--- src/rtl/wb_pkg.sv ---
// Shared sizing constants and the queue entry layout for the writeback queue.
package wb_pkg;

  localparam int DEPTH  = 4;
  localparam int DATA_W = 32;
  localparam int ADDR_W = 5;
  localparam int PTR_W  = $clog2(DEPTH);
  localparam int CNT_W  = PTR_W + 1;

  typedef struct packed {
    logic [ADDR_W-1:0] rd;
    logic [DATA_W-1:0] data;
  } entry_t;

endpackage

--- src/rtl/wb_fwd_match.sv ---
// Age-priority address match over the queue storage for one read port.
// It returns the newest pending value that targets the requested register.
module wb_fwd_match
  import wb_pkg::*;
(
  input  entry_t [DEPTH-1:0]  entries,
  input  logic   [PTR_W-1:0]  head,
  input  logic   [CNT_W-1:0]  count,
  input  logic   [ADDR_W-1:0] addr,
  output logic                hit,
  output logic   [DATA_W-1:0] data
);

  // Walk from oldest to newest so that a later match overrides an earlier one.
  always_comb begin
    hit  = 1'b0;
    data = '0;
    for (int k = 0; k < DEPTH; k++) begin
      if ((CNT_W'(k) < count) && (addr != '0) &&
          (entries[PTR_W'(head + PTR_W'(k))].rd == addr)) begin
        hit  = 1'b1;
        data = entries[PTR_W'(head + PTR_W'(k))].data;
      end
    end
  end

endmodule

--- src/rtl/wb_queue.sv ---
// Writeback queue: buffers (rd, data) writebacks ahead of the register file
// write port, drains the oldest one per enabled cycle and forwards pending values.
module wb_queue
  import wb_pkg::*;
(
  input  logic              clock,
  input  logic              reset,
  input  logic              in_valid,
  output logic              in_ready,
  input  logic [ADDR_W-1:0] in_rd,
  input  logic [DATA_W-1:0] in_data,
  input  logic              drain_en,
  output logic              ctrl_writeEnable,
  output logic [ADDR_W-1:0] ctrl_writeReg,
  output logic [DATA_W-1:0] data_writeReg,
  input  logic [ADDR_W-1:0] rd_addrA,
  input  logic [ADDR_W-1:0] rd_addrB,
  output logic              fwd_hitA,
  output logic              fwd_hitB,
  output logic [DATA_W-1:0] fwd_dataA,
  output logic [DATA_W-1:0] fwd_dataB,
  output logic [CNT_W-1:0]  count
);

  entry_t [DEPTH-1:0] mem;
  logic   [PTR_W-1:0] head;
  logic   [PTR_W-1:0] tail;
  logic               store;
  logic               pop;
  logic               not_empty;

  // Readiness comes only from the stored count, so a full queue never passes through.
  assign in_ready  = (count != CNT_W'(DEPTH));
  assign not_empty = (count != '0);
  assign store     = in_valid & in_ready & (in_rd != '0);
  assign pop       = ctrl_writeEnable;

  assign ctrl_writeEnable = not_empty & drain_en;
  assign ctrl_writeReg    = not_empty ? mem[head].rd   : '0;
  assign data_writeReg    = not_empty ? mem[head].data : '0;

  always_ff @(posedge clock or posedge reset) begin
    if (reset) begin
      mem   <= '0;
      head  <= '0;
      tail  <= '0;
      count <= '0;
    end else begin
      if (store) begin
        mem[tail] <= '{rd: in_rd, data: in_data};
        tail      <= tail + 1'b1;
      end
      if (pop) begin
        head <= head + 1'b1;
      end
      case ({store, pop})
        2'b10:   count <= count + 1'b1;
        2'b01:   count <= count - 1'b1;
        default: count <= count;
      endcase
    end
  end

  wb_fwd_match u_fwd_a (
    .entries (mem),
    .head    (head),
    .count   (count),
    .addr    (rd_addrA),
    .hit     (fwd_hitA),
    .data    (fwd_dataA)
  );

  wb_fwd_match u_fwd_b (
    .entries (mem),
    .head    (head),
    .count   (count),
    .addr    (rd_addrB),
    .hit     (fwd_hitB),
    .data    (fwd_dataB)
  );

endmodule

--- config.mk ---
export PLATFORM = sky130hd
export DESIGN_NAME = wb_queue
export DESIGN_NICKNAME = d
export VERILOG_FILES = /design/src/rtl/wb_pkg.sv /design/src/rtl/wb_fwd_match.sv /design/src/rtl/wb_queue.sv
export SDC_FILE = /design/constraint.sdc
export NUM_CORES = 1
export LEC_CHECK = 0
export BUFFER_PORTS_ARGS = -buffer_cell sky130_fd_sc_hd__buf_4
export CAP_MARGIN = 10
export CORE_MARGIN = 1.5
export CORE_UTILIZATION = 40
export DETAILED_ROUTE_END_ITERATION = 16
export HOLD_SLACK_MARGIN = 0.1
export MAX_ROUTING_LAYER = met4
export SLEW_MARGIN = 15
export SYNTH_ARGS = -nofsm -noshare
export SYNTH_HDL_FRONTEND = slang
export SYNTH_SLANG_ARGS = --single-unit
--- constraint.sdc ---
create_clock -name clock -period 6.62 [get_ports clock]
set_input_delay 0.662 -clock clock [delete_from_list [all_inputs] [get_ports clock]]
set_output_delay 0.662 -clock clock [all_outputs]
set_load 0.005 [all_outputs]
==> results of run 1 <==
## registers in the layout, indices dropped and copies added, names as in the netlist
register,flops
mem,148
count,3
tail,2
head,2
## report_power, final
part	total [mW]	internal [mW]	switching, mW
clock network	0.986	0.530	0.456
registers	2.09	1.44	0.646
logic	5.64	2.63	3.01
## layout by cell type, fill, tap and decap left out, types with 13 or more instances in the layout
master and instances:
nor2_1 217, mux4_2 13, mux2_2 214, o22a_1 29
xnor2_1 35, o2111ai_1 29, clkbuf_16 17, o21ai_0 42
a211oi_1 30, o21bai_1 32, buf_4 179, a22oi_1 29
dfrtp_1 153, a21oi_1 61, xor2_1 18, o41ai_1 17
nand2_1 58, mux2i_1 85, nor4_1 28
## worst min-delay path by stage
stage	start	end	slack, ps	depth (start not counted)
detailed placement	mem[116]	mem[116]	510	1
global placement	mem[129]	mem[129]	500	1
global route	reset	mem[25]	420	2
finish	reset	mem[25]	370	2
floorplan	mem[111]	mem[111]	490	1
CTS	reset	mem[62]	390	2
## area by class of cell
cell class	count	share of cell area
Clock buffer	17	0.0298
Inverter	9	0.00272
Multi-Input combinational cell	1029	0.554
Tap cell	396	0.0347
Sequential cell	155	0.272
Timing Repair Buffer	180	0.0956
Clock inverter	15	0.0110
Antenna cell	1	0.000175
## through the flow
step                utilization  cell area, um2  power, mW  setup slack, ps  hold WS, ps
detailed placement        0.450           13700       7.65             1430          510
finish                    0.469           14300       8.71              917          365
global route              0.469           14300       9.33              650          424
CTS                       0.469           14300       8.66              925          394
floorplan                     -           12300       5.76             1780          492
global placement          0.450           13700       7.59             1450          504
## layer usage
metal	routed length, um	up-vias	global-route usage	share of wire
met5	0	-	-	0
met4	918	0	0.0833	0.023
met3	3200	77	0.0497	0.080
met2	18500	511	0.402	0.46
met1	17400	5428	0.352	0.43
li1	-	5010	-	-
## worst max-delay path, cell delays in order, from the launching register on
cell and delay [ps]:
dfrtp_4 1160, mux4_2 650, xor2_1 160, nor2_1 150, o211ai_2 320, xnor2_2 990
buf_4 370, nor2_1 60, o41ai_1 510, buf_4 200
## kinds of logic (layout without fill, tap and decap cells)
logic type               count (synthesis)  after routing
AND/OR/NAND/NOR                        352            352
adder cells (fa/ha/maj)                  9              9
multiplexers                           315            315
XOR/XNOR                                54             54
other                                    0              1
flip-flops                             155            155
buffers and inverters                  133            221
AO/OA/AOI/OAI                          299            299
==> flow_metrics.py, run 1 <==
metrics = {
    "layout": {
        "fillers": 2975,
        "nNetsFinal": 1452,
        "fin_cells": 1802,
        "drive_gt1_frac": 0.332,
        "multi_input_area_um2": 7900,
        "register_area_um2": 3890,
        "syn_to_final_growth_pct": 15.9,
    },
    "worst_setup_path": {
        "crit_type": "flop to primary output",
        "worstReg2RegStart": "count[0]",
        "startpoint": "head[0]",
        "endpoint_kind": "primary output",
        "cp_max_fo": 100,
        "start_kind": "flop",
        "r2r_end": "mem[143]",
        "cp-endpoint": "fwd_dataA[17]",
        "cp.required_ps": 5960,
        "r2r_slack_ps": 3630,
        "r2r_cells": 8,
        "crit_arrival_ps": 5040,
    },
    "global_route": {
        "overflow": 0,
        "grt_pass1_wl_um": 61600,
        "track_usage": 0.263,
        "grt_max_degree": 134,
        "antenna_found_initial": 1,
        "grt_pass1_vias": 10510,
    },
    "worst_hold_path": {
        "holdCritPathClass": "input port to asynchronous set/reset pin",
    },
    "placed_design": {
        "port_buffers": 158,
        "place_inst": 1769,
        "gp_routability_congestion": 0.914,
        "hpwlAfterDp_um": 25200,
    },
    "power_and_ir_drop": {
        "vdd_ir_drop_max_uv": 339,
        "leakagePower_nw": 6.05,
        "power.density_nw_per_um2": 610,
    },
    "clocking": {
        "cts_hold_buf": 0,
        "path_clk_slew_ps": 70,
        "h-tree-depth": 4,
        "cts_buffers": 17,
        "clk_latency_ps": 440,
        "clock-sinks": 155,
        "clockBufferDepth": 2,
        "cts_resized": 0,
        "cts_setup_buffers": 0,
        "cts_tree": "yes",
        "cts_root_buf": "clkbuf_16",
    },
    "synth": {
        "ys_top_cells_by_area": "dfrtp_1 (32%), mux2_2 (20%), mux2i_1 (7.1%)",
        "synthMostInstantiatedCell": "nor2_1",
        "synth_area_per_cell_um2": 9.34,
        "synthCells": 1317,
        "synth_simple_gate_area_share": 0.122,
        "synth_top_area_share": 0.315,
        "synth_cell_types": 54,
        "synth_compound_area_frac": 0.177,
        "yosysWarnings": 0,
        "synthFlopType": "dfrtp_1",
        "ys_seq_elements": 155,
        "synth-xor-area-share": 0.0384,
        "synth_top_family_by_area": "multiplexers",
        "yosys.area_share.adder": 0.00915,
        "synth_mux_area_frac": 0.292,
        "synth_top_cell_by_area": "dfrtp_1",
        "synth_seq_area_share": 0.315,
        "synth_top_cells_by_count": "nor2_1 (217), mux2_2 (214), dfrtp_1 (155)",
        "synth_edf_count": 0,
        "ys_async_sr_fraction": 1.00,
        "synth_nets": 1377,
        "netlist_area_um2": 12300,
    },
    "die": {
        "start_util": 0.404,
        "dieArea_um2": 31800,
        "die_h_um": 178,
        "ios": 159,
        "chipWidth_um": 178,
        "num_rows": 64,
        "core_um2": 30400,
    },
    "route": {
        "wl_per_cell_um": 22.2,
        "drc": 0,
        "dr_total_vias": 11026,
        "via_per_inst": 6.12,
        "ant_nets": 0,
        "drt-initial-drc-count": 1006,
        "wl_um": 40000,
        "drtPass1Iterations": 5,
    },
    "timing": {
        "rsz0062_at_grt": "false",
        "setup_tns_ps": 0,
        "max_slew_margin": 0.188,
        "fin_crit_sh": 0.861,
        "finClkSkew_ps": 12.3,
        "period_needed_ps": 5700,
        "max_clock_freq_mhz": 175,
        "finalHoldViolCount": 0,
        "maxSlewViolCount": 0,
        "finalSetupViolCount": 0,
        "worst_pin_slew_ps": 1210,
    },
    "flow_run": {
        "drv_cap": 0,
    },
    "status": {
        "status": "finished clean",
    },
}
Note: power is estimated with default switching activity, not from simulation.
==> run 2: changes to the inputs <==
--- a/config.mk
+++ b/config.mk
@@ -5,7 +5,7 @@
 export SDC_FILE = /design/constraint.sdc
 export NUM_CORES = 1
 export LEC_CHECK = 0
-export BUFFER_PORTS_ARGS = -buffer_cell sky130_fd_sc_hd__buf_4
+export BUFFER_PORTS_ARGS = -buffer_cell sky130_fd_sc_hd__buf_2
 export CAP_MARGIN = 10
 export CORE_MARGIN = 1.5
 export CORE_UTILIZATION = 40
==> flow_metrics.py, run 2 (synthesized netlist as in run 1, its figures left out) <==
metrics = {
    "timing": {
        "maxSlewViolCount": 0,
        "max_clock_freq_mhz": 177,
        "finalHoldViolCount": 0,
        "fin_crit_sh": 0.854,
        "worst_pin_slew_ps": 1040,
        "whs_ps": 354,
        "max_slew_margin": 0.308,
        "period_needed_ps": 5660,
        "setup_tns_ps": 0,
        "fin_ws_ps": 964,
        "finalSetupViolCount": 0,
        "rsz0062_at_grt": "false",
        "finClkSkew_ps": 11.6,
    },
    "layout": {
        "regMostFlops": "mem",
        "final_common_cell": "nor2_1",
        "syn_to_final_growth_pct": 13.3,
        "drive_gt1_frac": 0.333,
        "fin_cells": 1805,
        "utilization": 0.458,
        "mostFrequentLayoutCells": "nor2_1 (217), mux2_2 (214), buf_2 (158)",
        "reg.largest.list": "mem (148), count (3)",
        "nNetsFinal": 1453,
        "stdcell_area_um2": 13900,
        "largest_reg_flops": 148,
    },
    "placed_design": {
        "hpwlAfterDp_um": 25600,
        "place_area_um2": 13300,
        "port_buffers": 158,
        "pre_cts_ws_ps": 1460,
        "gp_routability_congestion": 0.916,
        "place_inst": 1770,
    },
    "flow_run": {
        "drv_cap": 0,
    },
    "worst_setup_path": {
        "cp.required_ps": 5960,
        "crit_type": "flop to primary output",
        "crit_arrival_ps": 4990,
        "cp_max_fo": 71,
        "endpoint_kind": "primary output",
        "start_kind": "flop",
    },
    "clocking": {
        "cts_root_buf": "clkbuf_16",
        "clock-sinks": 155,
        "cts_tree": "yes",
        "clk_latency_ps": 440,
        "cts_buffers": 17,
        "h-tree-depth": 4,
        "cts_setup_buffers": 0,
        "clockBufferDepth": 2,
        "cts_resized": 0,
        "path_clk_slew_ps": 70,
        "cts_hold_buf": 0,
    },
    "route": {
        "wl_per_cell_um": 22.1,
        "dr_total_vias": 11026,
        "wl_um": 39900,
        "ant_nets": 0,
        "drc": 0,
        "drt-initial-drc-count": 1031,
        "via_per_inst": 6.11,
        "drtPass1Iterations": 6,
    },
    "power_and_ir_drop": {
        "swShare": 0.477,
        "seqPwrFrac": 0.244,
        "power.switching_mw": 4.08,
        "vdd_ir_drop_max_uv": 282,
        "p_int_mw": 4.47,
        "leakagePower_nw": 6.03,
        "power.total_mw": 8.55,
        "comb_power_share": 0.627,
        "pwr-share-clk": 0.129,
        "power.density_nw_per_um2": 613,
    },
    "global_route": {
        "overflow": 0,
        "grt_pass1_wl_um": 61500,
        "track_usage": 0.261,
        "antenna_found_initial": 3,
        "grt_max_degree": 112,
        "grt_pass1_vias": 10419,
    },
    "die": {
        "die_h_um": 178,
        "start_util": 0.404,
        "ios": 159,
        "chipWidth_um": 178,
        "num_rows": 64,
        "core_um2": 30400,
        "dieArea_um2": 31800,
    },
    "status": {
        "status": "finished clean",
    },
    "worst_hold_path": {
        "holdCritPathClass": "input port to asynchronous set/reset pin",
    },
}
[run 2: changes by cell type in the layout (fill, tap and decap cells not counted)]
cell and delta:
buf_12 -1, inv_6 -1, buf_2 +158, clkinv_4 +2, clkinvlp_4 -5, diode_2 +2
buf_4 -156, inv_8 +1, bufinv_16 +3
[run 2: critical path, cell delays in order (launching register included)]
cell and delay [ps]:
dfrtp_4 940, mux4_2 630, xnor2_1 150, nand3_1 620, nor2_1 560, o21a_1 680
buf_4 400, o2111ai_1 140, a22oi_1 250, buf_2 160
[run 2: area by class of cell]
cell class              instances  area, um2
clock buffers                  17        425
diodes                          3       7.51
clock inverters                15        229
fillers                      2973      16500
well taps                     396        495
flip-flops and latches        155       3890
inverters                       9       38.8
multi-input cells            1029       7900
repair buffers                181        963
[run 2: power groups by stage]
| stage | Clock (mW) | Combinational [mW] | Sequential (mW) |
|---|---|---|---|
| finish | 1.10 | 5.36 | 2.09 |
| global route | 1.16 | 5.81 | 2.18 |
| CTS | 1.12 | 5.32 | 2.07 |
| detailed placement | 0 | 5.30 | 2.09 |
| global placement | 0 | 5.26 | 2.07 |
| floorplan | 0 | 3.98 | 1.78 |
[run 2: final timing paths]
kind	start	end	slack [ps]	depth (start not counted)
setup / recovery	head[0]	fwd_dataB[11]	960	9
hold reg to reg	mem[50]	mem[50]	530	1
max in group asynchronous	reset	mem[23]	4750	3
min in group clock	in_data[19]	mem[56]	490	2
setup reg to reg	count[0]	mem[67]	3320	8
hold / removal	reset	mem[136]	350	2
[run 2: per-layer routing]
layer  global-route usage  vias to the layer above  routed length, um
li1                     -                     5017                  -
met1                0.359                     5415              17800
met2                0.392                      532              18200
met3               0.0448                       62               3080
met4               0.0743                        0                835
met5                    -                        -                  0
